## config.mk

```make
export PLATFORM = sky130hd
export DESIGN_NAME = shift_reg_universal
export DESIGN_NICKNAME = d
export VERILOG_FILES = /design/src/rtl/shift_pkg.sv /design/src/rtl/frame_counter.sv /design/src/rtl/shift_reg_universal.sv
export SDC_FILE = /design/constraint.sdc
export NUM_CORES = 1
export LEC_CHECK = 0
export ABC_CLOCK_PERIOD_IN_PS = 2050
export CORE_UTILIZATION = 45
export DETAILED_ROUTE_END_ITERATION = 10
export PLACE_DENSITY = 0.84
export REMOVE_ABC_BUFFERS = 1
export SLEW_MARGIN = 20
export SYNTH_ARGS = -nofsm -noshare
export SYNTH_HDL_FRONTEND = slang
export SYNTH_SLANG_ARGS = --single-unit
```

## constraint.sdc

```tcl
create_clock -name clk -period 2.05 [get_ports clk]
set_input_delay 0.3075 -clock clk [delete_from_list [all_inputs] [get_ports clk]]
set_output_delay 0.3075 -clock clk [all_outputs]
set_load 0.005 [all_outputs]
```

## src/rtl/shift_pkg.sv

```systemverilog
// Shared definitions for the shift-register family: operation encoding used by
// the universal shift register and its future PISO/deserialiser siblings.
package shift_pkg;

   typedef enum logic [1:0] {
      MODE_HOLD = 2'b00,
      MODE_SHL  = 2'b01,
      MODE_SHR  = 2'b10,
      MODE_LOAD = 2'b11
   } shift_mode_t;

endpackage

```

## src/rtl/frame_counter.sv

```systemverilog
// Modulo-MOD frame counter: counts inc pulses and emits a registered one-cycle
// wrap pulse on the same edge that the count returns to zero.
module frame_counter #(
   parameter  int MOD = 8,
   localparam int CW  = (MOD > 1) ? $clog2(MOD) : 1
) (
   input  logic          clk,
   input  logic          rst_n,
   input  logic          clr,
   input  logic          inc,
   output logic [CW-1:0] count,
   output logic          wrap
);

   localparam logic [CW-1:0] LAST = CW'(MOD - 1);

   // NOTE: sequential state uses non-blocking assignments so every register
   // samples pre-edge values, independent of statement order.
   always_ff @(posedge clk or negedge rst_n) begin
      if (!rst_n) begin
         count <= '0;
         wrap  <= 1'b0;
      end else if (clr) begin
         count <= '0;
         wrap  <= 1'b0;
      end else if (inc) begin
         if (count == LAST) begin
            count <= '0;
            wrap  <= 1'b1;
         end else begin
            count <= count + 1'b1;
            wrap  <= 1'b0;
         end
      end else begin
         wrap <= 1'b0;
      end
   end

endmodule

```

## src/rtl/shift_reg_universal.sv

```systemverilog
// Parametrised universal shift register (hold / shift left / shift right / load)
// with serial taps at both ends and a frame counter flagging complete words.
module shift_reg_universal
   import shift_pkg::*;
#(
   parameter  int               WIDTH     = 8,
   parameter  logic [WIDTH-1:0] RESET_VAL = {WIDTH{1'b0}},
   localparam int               CW        = $clog2(WIDTH)
) (
   input  logic             clk,
   input  logic             rst_n,
   input  logic             clr,
   input  logic [1:0]       mode,
   input  logic             sin_lsb,
   input  logic             sin_msb,
   input  logic [WIDTH-1:0] pin,
   output logic [WIDTH-1:0] q,
   output logic             sout_msb,
   output logic             sout_lsb,
   output logic [CW-1:0]    count,
   output logic             word_valid
);

   shift_mode_t op;
   logic        shift_inc;
   logic        cnt_clr;

   assign op = shift_mode_t'(mode);

   // NOTE: every always_comb output gets a default first, so no path through
   // the case leaves a signal unassigned and infers a latch.
   always_comb begin
      shift_inc = 1'b0;
      cnt_clr   = clr;
      case (op)
         MODE_SHL,
         MODE_SHR:  shift_inc = 1'b1;
         MODE_LOAD: cnt_clr   = 1'b1;
         default:   shift_inc = 1'b0;
      endcase
   end

   always_ff @(posedge clk or negedge rst_n) begin
      if (!rst_n) begin
         q <= RESET_VAL;
      end else if (clr) begin
         q <= RESET_VAL;
      end else begin
         case (op)
            MODE_SHL:  q <= {q[WIDTH-2:0], sin_lsb};
            MODE_SHR:  q <= {sin_msb, q[WIDTH-1:1]};
            MODE_LOAD: q <= pin;
            default:   q <= q;
         endcase
      end
   end

   // clr has priority inside the counter, so a clear never counts as a shift.
   frame_counter #(
      .MOD (WIDTH)
   ) u_frame_counter (
      .clk   (clk),
      .rst_n (rst_n),
      .clr   (cnt_clr),
      .inc   (shift_inc),
      .count (count),
      .wrap  (word_valid)
   );

   assign sout_msb = q[WIDTH-1];
   assign sout_lsb = q[0];

endmodule
```

==> flow_summary_export.csv <==
group,metric,value,unit
yosys,synth_cell_types,18,
timing,setup_viol,0,
routing,routed_wl,1.70,mm
power,swShare,26.1,%
grt,grt_first_pass_wirelength,2.87,mm
floorplan,initial_core_util,48.1,%
power,ir_worst_vdd,0.377,mV
clock_network,cts-resized-gates,0,
yosys,synth_commonest_cells,"nand2_1 (16), dfrtp_1 (12), a22oi_1 (8), o221ai_1 (8), ha_1 (7)",
worst_setup_path,cp_max_fo,16,
grt,grt_overflow,0,
grt,track_usage,21.8,%
clock_network,cts_made_buffers,3,
worst_setup_path,end_kind,"flop",
clock_network,clockBufferDepth,2,
power,clkPwrFrac,26.5,%
floorplan,dieArea,1770,sq um
placed_design,io_buffers,28,
power,power,0.523,mW
power,intPower,0.387,mW
yosys,synth-main-ff-cell,"dfrtp_1",
yosys,synth_top_area_share,41.5,%
clock_network,cts_sinks,12,
timing,rsz0062_at_grt,"false",
yosys,ys_warn_count,0,
timing,timing.final.crit_period,1.74,ns
final_layout,design_area,1030,sq um
final_layout,drive_gt1_share,9.09,%
placed_design,dp_hpwl,1.30,mm
timing,relSlewSlack,63.5,%
grt,grt_start_max_net_pins,17,
placed_design,dp_slack,0.0401,ns
routing,dr.pass1.iters,4,
worst_setup_path,worstPathRequired,2.17,ns
timing,fmax,0.575,GHz
floorplan,core,1510,sq um
yosys,yosysMostFrequentCell,"nand2_1",
final_layout,insertedDiodeCount,0,
floorplan,die_w,42.1,microns
grt,antenna_found_initial,0,
yosys,synth_edf_count,0,
yosys,ys_seq_elements,12,
grt,grt_pass1_vias,636,
hold_path,hold_class,"input port to asynchronous set/reset pin",
yosys,synth.area.top_cells,"dfrtp_1 (41%), ha_1 (12%), o221ai_1 (9.7%)",
yosys,synth-seq-area-share,41.5,%
placed_design,place.gp.congestion,0.849,
clock_network,path_clk_slew,0.07,ns
yosys,ys_async_sr_fraction,100,%
floorplan,ioPinCount,29,
power,p_sw,0.137,mW
final_layout,fillers,134,
timing,holdWs,0.397,ns
yosys,avgSynthCellArea,10.3,sq um
clock_network,clk_latency,0.26,ns
timing,maxSlewViolCount,0,
routing,initialDrtViolationCount,20,
final_layout,multi_input_area,382,sq um
power,p_comb_share,24.3,%
clock_network,cts_tree,"yes",
worst_setup_path,worstPathArrival,1.86,ns
status,status,"finished, final reports clean",
floorplan,rows,14,
routing,via_per_inst,5.72,
worst_setup_path,worst_setup_path_start_kind,"input port",
timing,fin_ws,0.310,ns
worst_setup_path,ff2ff_setup_slack,0.78,ns
flow_run,max_cap_viol_count,0,
clock_network,post_cts_buffers,0,
worst_setup_path,r2r-end,"u_frame_counter.count[0]",
worst_setup_path,r2r-start,"u_frame_counter.count[0]",
worst_setup_path,path_class,"input port to flop",
clock_network,htree_levels,1,
clock_network,holdBufCountCts,0,
power,pwr-share-seq,49.2,%
routing,vias,658,
yosys,netlist_area,724,sq um
power,power.density,506,nW/um^2
timing,clock_skew,0.00371,ns
timing,tns,0,ns
worst_setup_path,r2r_cells,5,
timing,hold_viol,0,
routing,wl_per_cell,14.7,microns
timing,finalCritPeriodShare,84.9,%
timing,tightest_slew,0.546,ns
clock_network,root_buffer,"clkbuf_4",
final_layout,nets,123,
yosys,synth_top_area_cell,"dfrtp_1",
final_layout,area_growth,42.8,%
floorplan,die_y,42.1,microns
final_layout,seqCellArea,300,sq um
routing,drcViolationCount,0,
routing,antenna_left,0,
yosys,syn_inst,70,
placed_design,place_area,1010,sq um
power,p_leak,0.434,nW
## worst max-delay path, cell delays in order
cell	delay, ns
clkdlybuf4s50_1	0.53
inv_1	0.08
ha_1	0.28
nor4_4	0.26
buf_4	0.23
o221ai_1	0.16
## routing by layer
| layer | GRT usage, % | wire, microns | vias to the layer above | share of wire, % |
|---|---|---|---|---|
| met5 | 0 | 0 | - | 0 |
| met4 | 13.1 | 36 | 0 | 2.1 |
| met3 | 4.31 | 83 | 4 | 4.9 |
| met2 | 31.9 | 791 | 23 | 47 |
| met1 | 29.8 | 785 | 310 | 46 |
| li1 | - | - | 321 | - |
## power by group through the flow
stage               Sequential [mW]  Clock [mW]  Combinational (mW)
finish                        0.257       0.138               0.127
global route                  0.259       0.158               0.139
CTS                           0.257       0.142               0.128
detailed placement            0.262           0               0.128
global placement              0.261           0               0.124
floorplan                     0.262           0              0.0490
## how the worst max path moves through the flow
stage / from / end / slack, ns
floorplan: mode[0] / q[0] / 0.54
global route: mode[1] / q[3] / 0.23
finish: mode[0] / q[3] / 0.31
global placement: mode[1] / q[0] / 0.09
detailed placement: mode[0] / q[3] / 0.04
CTS: mode[0] / q[3] / 0.32
## metrics by stage
step                utilization [%]  std cells
floorplan                         -         65
global placement               67.2        112
detailed placement             67.2        112
CTS                            68.7        115
global route                   68.7        115
finish                         68.7        115
## registers in the layout (all words and copies together), names as in the netlist
| signal | flops |
|---|---|
| q | 8 |
| u_frame_counter.count | 3 |
| u_frame_counter.wrap | 1 |
## final cells by class
type	instances	share of cell area, %
clock buffer	3	2.18
inverter	2	0.726
multi-input combinational	51	36.9
sequential	12	29.0
tap	16	1.93
timing repair buffer	31	29.3
## cells by family (layout without fill, tap and decap cells)
group,count (synthesis),after routing,share of synthesized area (%)
buffers and inverters,7,36,5.87
AND/OR/NAND/NOR,23,23,16.6
multiplexers,2,2,2.76
flip-flops,12,12,41.5
AO/OA/AOI/OAI,19,19,21.2
adder cells (fa/ha/maj),7,7,12.1
## cell usage in the layout, fill, tap and decap left out
| cell type | instances |
|---|---|
| a21oi_1 | 1 |
| a22oi_1 | 8 |
| buf_4 | 3 |
| clkbuf_4 | 3 |
| clkdlybuf4s50_1 | 28 |
| dfrtp_1 | 12 |
| ha_1 | 7 |
| inv_1 | 2 |
| mux2i_1 | 2 |
| nand2_1 | 16 |
| nor3_1 | 4 |
| nor3_2 | 1 |
| nor4_4 | 1 |
| nor4b_1 | 1 |
| o21a_1 | 1 |
| o21bai_2 | 1 |
| o221ai_1 | 8 |
Note: power is estimated with default switching activity, not from simulation.
